==> src/rtl/aes_inv_key_sched.sv <==
// Reverse-order AES-128 round-key generator: takes the round-10 key and
// streams round keys 10..0 on a valid/ready interface by inverting the expansion.

module aes_sbox (
   input  logic [7:0] a,
   output logic [7:0] s
);
   function automatic logic [7:0] gf_mul(input logic [7:0] x, input logic [7:0] y);
      logic [7:0] p, m;
      p = 8'h00;
      m = x;
      for (int i = 0; i < 8; i++) begin
         if (y[i]) p = p ^ m;
         m = {m[6:0], 1'b0} ^ (m[7] ? 8'h1b : 8'h00);
      end
      return p;
   endfunction

   logic [7:0] t, inv;

   // Multiplicative inverse as a^254 (a^2 * a^4 * ... * a^128), then the affine map.
   always_comb begin
      t   = a;
      inv = 8'h01;
      for (int i = 1; i < 8; i++) begin
         t   = gf_mul(t, t);
         inv = gf_mul(inv, t);
      end
      s = inv ^ {inv[6:0], inv[7]} ^ {inv[5:0], inv[7:6]} ^
          {inv[4:0], inv[7:5]} ^ {inv[3:0], inv[7:4]} ^ 8'h63;
   end
endmodule

module aes_inv_key_sched #(
   parameter int NR = 10
) (
   input  logic         clk,
   input  logic         rst,
   input  logic         start,
   input  logic [127:0] last_key_in,
   output logic [127:0] round_key,
   output logic [3:0]   round_idx,
   output logic         key_valid,
   input  logic         key_ready,
   output logic         busy,
   output logic         done
);
   localparam logic [3:0] LAST_IDX = 4'(NR);

   typedef enum logic {IDLE, OUT} state_t;

   state_t         state, state_nxt;
   logic [127:0]   key_reg, key_nxt;
   logic [3:0]     idx, idx_nxt;
   logic           done_nxt;
   logic [31:0]    a0, a1, a2, a3, b0, b1, b2, b3;
   logic [31:0]    rot, sub;
   logic [7:0]     rc;
   logic [127:0]   prev_key;

   function automatic logic [7:0] rcon(input logic [3:0] r);
      case (r)
         4'd1:    return 8'h01;
         4'd2:    return 8'h02;
         4'd3:    return 8'h04;
         4'd4:    return 8'h08;
         4'd5:    return 8'h10;
         4'd6:    return 8'h20;
         4'd7:    return 8'h40;
         4'd8:    return 8'h80;
         4'd9:    return 8'h1b;
         4'd10:   return 8'h36;
         default: return 8'h00;
      endcase
   endfunction

   assign {a0, a1, a2, a3} = key_reg;
   assign b3  = a3 ^ a2;
   assign b2  = a2 ^ a1;
   assign b1  = a1 ^ a0;
   assign rot = {b3[23:0], b3[31:24]};
   assign rc  = rcon(idx);

   for (genvar g = 0; g < 4; g++) begin : g_sbox
      aes_sbox u_sbox (.a(rot[g*8 +: 8]), .s(sub[g*8 +: 8]));
   end

   assign b0       = a0 ^ sub ^ {rc, 24'h0};
   assign prev_key = {b0, b1, b2, b3};

   always_comb begin
      state_nxt = state;
      key_nxt   = key_reg;
      idx_nxt   = idx;
      done_nxt  = 1'b0;
      case (state)
         IDLE: if (start) begin
            key_nxt   = last_key_in;
            idx_nxt   = LAST_IDX;
            state_nxt = OUT;
         end
         OUT: if (key_ready) begin
            if (idx != 4'd0) begin
               key_nxt = prev_key;
               idx_nxt = idx - 4'd1;
            end else begin
               state_nxt = IDLE;
               done_nxt  = 1'b1;
            end
         end
         default: state_nxt = IDLE;
      endcase
   end

   always_ff @(posedge clk) begin
      if (rst) begin
         state   <= IDLE;
         key_reg <= 128'h0;
         idx     <= 4'd0;
         done    <= 1'b0;
      end else begin
         state   <= state_nxt;
         key_reg <= key_nxt;
         idx     <= idx_nxt;
         done    <= done_nxt;
      end
   end

   assign round_key = key_reg;
   assign round_idx = idx;
   assign key_valid = (state == OUT);
   assign busy      = (state == OUT);
endmodule

==> config.mk <==
export PLATFORM = sky130hd
export DESIGN_NAME = aes_inv_key_sched
export DESIGN_NICKNAME = d
export VERILOG_FILES = /design/src/rtl/aes_inv_key_sched.sv
export SDC_FILE = /design/constraint.sdc
export NUM_CORES = 2
export LEC_CHECK = 0
export BUFFER_PORTS_ARGS = -buffer_cell sky130_fd_sc_hd__buf_2
export CAP_MARGIN = 20
export CORE_ASPECT_RATIO = 0.7
export CORE_UTILIZATION = 30
export CTS_BUF_LIST = sky130_fd_sc_hd__clkbuf_8
export CTS_CLUSTER_SIZE = 8
export DETAILED_ROUTE_END_ITERATION = 8
export GPL_ROUTABILITY_DRIVEN = 0
export MAX_ROUTING_LAYER = met4
export PLACE_DENSITY_LB_ADDON = 0.12
export SLEW_MARGIN = 10
export SYNTH_ARGS = -nofsm -noshare
export SYNTH_HDL_FRONTEND = slang
export SYNTH_HIERARCHICAL = 1
export SYNTH_SLANG_ARGS = --single-unit
==> constraint.sdc <==
create_clock -name clk -period 20.1 [get_ports clk]
set_input_delay 3.015 -clock clk [delete_from_list [all_inputs] [get_ports clk]]
set_output_delay 3.015 -clock clk [all_outputs]
set_load 0.05 [all_outputs]
### Yosys cells after proc, flatten, opt, wreduce, memory -nomap -nowiden

Memory sizes are Yosys's and may differ from the RTL's. A register that Yosys moved wholly into a read port is not among the register bits.
Index checks and enable logic that the tools add are counted.

| cells by class | value |
|---|---|
| equality and inequality tests | 3 |
| mux-type cells | 827 |
| add/sub/neg operators | 1 |
| bitwise gates (word level) | 783 |
| reductions and logical operators | 3 |

Operator list:

| kind | count |
|---|---|
| 8-bit bitwise XOR | 744 |
| 8-bit two-way mux | 420 |
| 5-bit two-way mux | 368 |
| 128-bit two-way mux | 3 |
| 128-bit case mux with 2 select lines | 1 |
| 32-bit bitwise XOR | 5 |
| 4-bit two-way mux | 9 |
| 7-bit two-way mux | 4 |
| 1-bit NOT, first input constant | 28 |
| 6-bit two-way mux | 4 |
| 4-bit NOT | 4 |
| 3-bit two-way mux | 4 |
| 1-bit two-way mux | 8 |
| 2-bit two-way mux | 4 |
| 4-bit case mux with 2 select lines | 1 |
| 2-bit inequality test, second input constant | 2 |
| 4-bit nonzero test | 1 |
| 4-bit by 1-bit subtractor with 4-bit output, second input constant | 1 |
| 3-bit AND reduction | 1 |
| 3-bit OR reduction | 1 |
| 2-bit by 1-bit inequality test with 1-bit output, second input constant | 1 |
| 1-bit NOT | 2 |
| 1-bit case mux with 2 select lines | 1 |

| storage, ports and cells | value |
|---|---|
| bits of input ports | 132 |
| memories kept | 1 |
| flip-flop bits (word level) | 134 |
| ROM bits | 128 |

Memories:

| memory | words | width | read ports | clocked after Yosys merged registers in | wr ports | RTL line | text |
|---|---|---|---|---|---|---|---|
| (name not given) | 16 | 8 | 1 | 1 | 0 | 62 | `case (r)` |

### Depth between registers and ports, before layout

| depth | value |
|---|---|
| depth after elaboration | 138 |
| gate-level depth with buffers | 65 |
| mapped depth without buffers | 56 |

### Cells and area by module

The synthesis kept the hierarchy.

By module, submodules not included:

| module | sequential area each (µm²) | cells each | times used | area each (µm²) |
|---|---|---|---|---|
| aes_sbox | 0.0 | 1942 | 4 | 15220.8 |
| aes_inv_key_sched | 2842.7 | 987 | 1 | 7430.9 |

### Least setup slack after synthesis

OpenSTA, ideal clock, no wires.

| path | value |
|---|---|
| path type | register to register |
| start | reg key_reg[55], in the netlist round_key[55] |
| end | reg key_reg[123], in the netlist round_key[123] |
| library setup time | 128 ps |
| data arrival time | 15426 ps |
| data required time | 19972 ps |
| path slack | 4547 ps |
| buffers on the path | 7 |
| clock period less this slack | 15553 ps |
| cell stages (with the launch flop) | 61 |
| cell sequence | dfxtp_1 -> xor2_1 -> buf_2 -> buf_2 -> nand2_1 -> xor2_1 -> inv_2 -> buf_1 -> clkbuf_1 -> ha_1 -> buf_1 -> nand2_1 -> xor2_1 -> xnor2_1 -> clkinv_1 -> buf_1 -> ha_1 -> xnor2_1 -> [... 25 more ...] -> a32oi_1 -> nand3_1 -> a311o_1 -> o211ai_2 -> o21ai_1 -> xnor2_4 -> xnor3_1 -> xnor2_1 -> mux2i_1 -> a21oi_1 -> xnor3_1 -> xnor3_2 -> xnor3_1 -> xor3_1 -> xnor2_1 -> o2bb2ai_1 -> a22oi_1 -> nor2_1 |

| on the way | value |
|---|---|
| cells in the longest elaborated chain, start to end | 134 |
| elaborated cells on any way between the ends | 391 |
| those cells by class | 202 x mux; 189 x bitwise |

RTL lines:

| what | RTL line | text |
|---|---|---|
| start, declared | 53 | `logic [127:0] key_reg, key_nxt;` |
| start signal, assigned | 123 | `key_reg <= key_nxt;` |
| 32-bit bitwise XOR (*) | 78 | `assign b3 = a3 ^ a2;` |
| via b3[23] | 56 | `logic [31:0] a0, a1, a2, a3, b0, b1, b2, b3;` |
| 5-bit two-way mux or 8-bit two-way mux (tied branches) | 14, 13 |  |
| 8-bit bitwise XOR (on tied branches) | 14, 13 |  |
| 8-bit bitwise XOR or 8-bit two-way mux (tied branches) | 13 | `if (y[i]) p = p ^ m;` |
| 8-bit two-way mux or 8-bit bitwise XOR (tied branches) | 13 |  |
| 8-bit bitwise XOR or 8-bit two-way mux (tied branches) | 13 |  |
| 8-bit two-way mux or 8-bit bitwise XOR (tied branches) | 13 |  |
| [... 117 more ...] | n/a |  |
| 8-bit two-way mux (*) | 13 |  |
| 8-bit bitwise XOR (3 in a row) | 29 | `s = inv ^ {inv[6:0], inv[7]} ^ {inv[5:0], inv[7:6]} ^` |
| 8-bit bitwise XOR (*) | 30 | `{inv[4:0], inv[7:5]} ^ {inv[3:0], inv[7:4]} ^ 8'h63;` |
| via sub[27] | 57 | `logic [31:0] rot, sub;` |
| 32-bit bitwise XOR (*) (2 in a row) | 88 | `assign b0 = a0 ^ sub ^ {rc, 24'h0};` |
| 128-bit two-way mux (*) | 103 | `if (idx != 4'd0) begin` |
| 128-bit two-way mux (*) | 102 | `OUT: if (key_ready) begin` |
| 128-bit case mux with 2 select lines (*) | 96 | `case (state)` |

Mark *: on every way through the listed nets, which the timed path passes. The rest lies on a longest branch. The select of a mux whose other input is x is not followed.
A chain may end at the register's enable or synchronous reset.

### Final worst setup path

| path | value |
|---|---|
| start | reg key_reg[55], in the netlist round_key[55] |
| end | reg key_reg[120], in the netlist round_key[120] |

| on the way | value |
|---|---|
| cells in the longest elaborated chain, start to end | 135 |
| elaborated cells on any way between the ends | 392 |
| those cells by class | 202 x mux; 190 x bitwise |

RTL lines:

| what | RTL line |
|---|---|
| 32-bit bitwise XOR (*) | 78 |
| via b3[23] | 56 |
| 5-bit two-way mux or 8-bit two-way mux (tied branches) | 14, 13 |
| 8-bit bitwise XOR (on tied branches) | 14, 13 |
| 8-bit bitwise XOR or 8-bit two-way mux (tied branches) | 13 |
| 8-bit two-way mux or 8-bit bitwise XOR (tied branches) | 13 |
| 8-bit bitwise XOR or 8-bit two-way mux (tied branches) | 13 |
| 8-bit two-way mux or 8-bit bitwise XOR (tied branches) | 13 |
| [... 118 more ...] | n/a |
| 8-bit bitwise XOR (3 in a row) | 29 |
| 8-bit bitwise XOR (*) | 30 |
| 4-bit NOT (no source line) (*) | n/a |
| via sub[24] | 57 |
| 32-bit bitwise XOR (*) (2 in a row) | 88 |
| 128-bit two-way mux (*) | 103 |
| 128-bit two-way mux (*) | 102 |
| 128-bit case mux with 2 select lines (*) | 96 |

Marked as above.

==> impl_results.md <==
- Synthesized Nets: slightly below 9,000
- Clk slew on worst S/H paths: ~0.13 ns
- Req. time, crit path: 20.66 ns
- Clk_skew: between 0.07 and 0.08 ns
- Final net count: between 8,000 and 9,000
- Max_cap viols: 0
- Worst-Margin Slew: ~1.2 ns
- Clock sink count: 142
- Core Region: about 0.23 mm2
- Final Max Slew Viols: 0
- Post-synth EDFFs: 0
- Cell family with most CP delay: XOR/XNOR gates
- Share of cells above drive strength 1: approximately 15%
- Synthesized flop and latch total: 142
- CP endpoint kind: flip-flop
- Post-DRT Antenna Nets: 0
- Mapped Cells: between 8,000 and 9,000
- Port-buffer cells: 266
- Max Clock Freq: around 53 MHz
- Worst Setup Start Kind: flip-flop
- DR WL/cell: around 22 um
- Crit Path Max Fanout: 24
- Arr. time, crit path: 19.29 ns
- Setup TNS: 0 ns
- Failing checks: design-rule violations
- H-tree depth: 4
- First-pass GRT wire length: about 390 mm
- Drt first pass iters: 9
- Hold crit path type: flip-flop to flip-flop
- Die Span X: 572 um
- Drc violations: 20
- Initial Util: 30.2%
- Syn-to-layout area delta: 8.21%
- Library cells used by synthesis: 120
- # setup viols final: 0
- Filler Cells Inserted: about 24,000
- Relative slew slack: 22.3%
- Final period utilization: between 90% and 100%
- RSZ-0062 raised after global routing: no
- Largest net degree at the start of global routing: 142
- Clock Tree Root: clkbuf_8
- Critical path's slowest cell: xnor3_1
- Final Hold Fails: 0
- Post-CTS Setup Bufs: 0
- CTS tree: built
- Syn. warnings: 6
- CTS Hold Bufs: 0
- CTS Buffer Depth: 3
- Final min period: roughly 19 ns
- Largest cells by area after synthesis: xnor2_1, xnor3_1, nor2_1
- Final HPWL DP: 193 mm
- Seq/Total Area, Yosys: 4.16%
- Share of Yosys cell area claimed by the top area cell type: roughly 18%
- Synth area leader: xnor2_1
- Die ar.: 0.230 mm2
- WS Path Type: flip-flop to flip-flop
- TritonCTS Buffers: 25
- Io pins: 267
- Post-Syn Area per Cell: between 7 and 8 um2
- Prevailing post-synth register cell: dfxtp_1
- Post-Syn Area: about 0.068 mm2
- CP max stage delay: roughly 0.88 ns
- Asr flop ratio synth: 0%
- Clk_lat worst skew: around 0.7 ns
- WP buf/inv: 4
- Total GRT Usage: 22.1%
- Via count of the first global-routing pass: a little under 60,000
- Most used cell, CP: xnor3_1
- Initial antenna violation count: 15
- Drt initial violations: approximately 6,000
- DIE HEIGHT: 401 um
- Via density: ~5.4
- Total grt overflow: 0
- Routed vias: approximately 64,000
- Post-CTS sizing: 0
- Row count: 146
- Total wire length: roughly 250 mm
- Status: complete, but fails checks
-- registers in the layout, indices dropped and copies added, names as in the netlist --
signal	cells
round_key	128
rc	8
round_idx	4
busy	1
done	1
-- tightest hold or removal path, stage by stage, from the launching register on --
cell     delay, ns
dfxtp_1       0.34
o21ai_0       0.08
a21oi_1       0.06
-- cells by family after synthesis --
| family | Yosys count | synth area share [%] |
|---|---|---|
| adder cells (fa/ha/maj) | 38 | 0.681 |
| XOR/XNOR | 2535 | 46.1 |
| flip-flops | 142 | 4.16 |
| multiplexers | 292 | 4.52 |
| AO/OA/AOI/OAI | 1860 | 18.7 |
| AND/OR/NAND/NOR | 3185 | 21.0 |
| buffers and inverters | 703 | 4.82 |
-- per-layer routing --
layer  global-route usage, %  share of wire (%)  up-vias
met4                    4.15                2.0        0
met2                    31.4                 42     1904
li1                        -                  -    30600
met5                       -                  0        -
met3                    1.76                5.1      162
met1                    33.7                 51    31000
-- layout by cell type, fill, tap and decap left out, types with 34 or more instances in the layout --
master     count
nand4_1       58
nor3_1       212
o21ai_1       83
nor2b_1       79
xor2_1       364
inv_1         56
nand3_1      185
xnor3_1      356
a21oi_1      420
a31oi_1       65
a32oi_1       40
xor2_2        74
xnor2_1     1345
nor4_1        49
o21a_1        41
xnor2_2      231
buf_2        267
o211ai_1      45
o22ai_1      109
nand2b_1     106
mux2i_1      232
a211oi_1      61
a22o_1        96
o21ai_0      328
or3_1         44
xor3_1        52
a22oi_1       83
xnor2_4       45
buf_4        303
and2_1        52
o31ai_1       48
dfxtp_1      141
nand2_1      964
mux2_2        48
xnor3_2       44
o2bb2ai_1     49
nor2_1      1205
ha_1          34
-- stage by stage --
step | worst slack [ns] | instances | hold slack [ns] | utilization [%] | area (um2)
final | 1.38 | 11800 | 0.522 | 32.7 | 73900
after CTS | 0.744 | 11800 | 0.519 | 32.6 | 73800
after detailed placement | 0.813 | 11700 | 0.503 | 32.4 | 73400
after global routing | 0.137 | 11800 | 0.548 | 32.7 | 73900
after floorplan | 4.55 | 8755 | 0.675 | - | 68300
after global placement | 0.883 | 11700 | 0.498 | 32.4 | 73400
-- final cells by class --
type	count	area (um2)	share of cell area, %
well taps	3034	3800	5.14
inverters	91	349	0.472
repair buffers	574	3660	4.96
clock buffers	28	385	0.521
multi-input cells	7910	62800	85.0
clock inverters	5	26.3	0.0355
diodes	5	12.5	0.0169
flip-flops and latches	142	2850	3.85
-- final timing paths --
kind / depth (start not counted) / endpoint / slack [ns] / startpoint
max: 54 / round_key[120] / 1.38 / round_key[55]
min reg2reg: 2 / round_key[1] / 0.52 / round_key[1]
max reg2reg: 54 / round_key[120] / 1.38 / round_key[55]
min: 2 / round_key[1] / 0.52 / round_key[1]
-- Yosys cell counts, types with 44 or more instances --
cell       count
or3_1         44
xnor3_1      356
and2_1        52
xnor2_4       44
nor3_1       212
buf_2        122
a211oi_1      61
nor2_1      1213
nand2_1      964
buf_4         50
xnor2_2      176
buf_1         66
xor2_2        48
nor2b_1       79
nand3_1      185
xor2_1       390
a22o_1        96
clkbuf_1     330
mux2i_1      232
o21ai_0      328
o211ai_1      45
o21ai_1       84
mux2_2        48
inv_1         54
a21oi_1      420
o2bb2ai_1     49
nand4_1       58
xnor2_1     1401
dfxtp_1      142
xnor3_2       44
nor4_1        49
a31oi_1       65
xor3_1        52
a22oi_1       83
o31ai_1       48
o22ai_1      109
nand2b_1     106
Power is not shown: default switching activity piles up to over one toggle a cycle in this logic, so the estimate is an artifact.
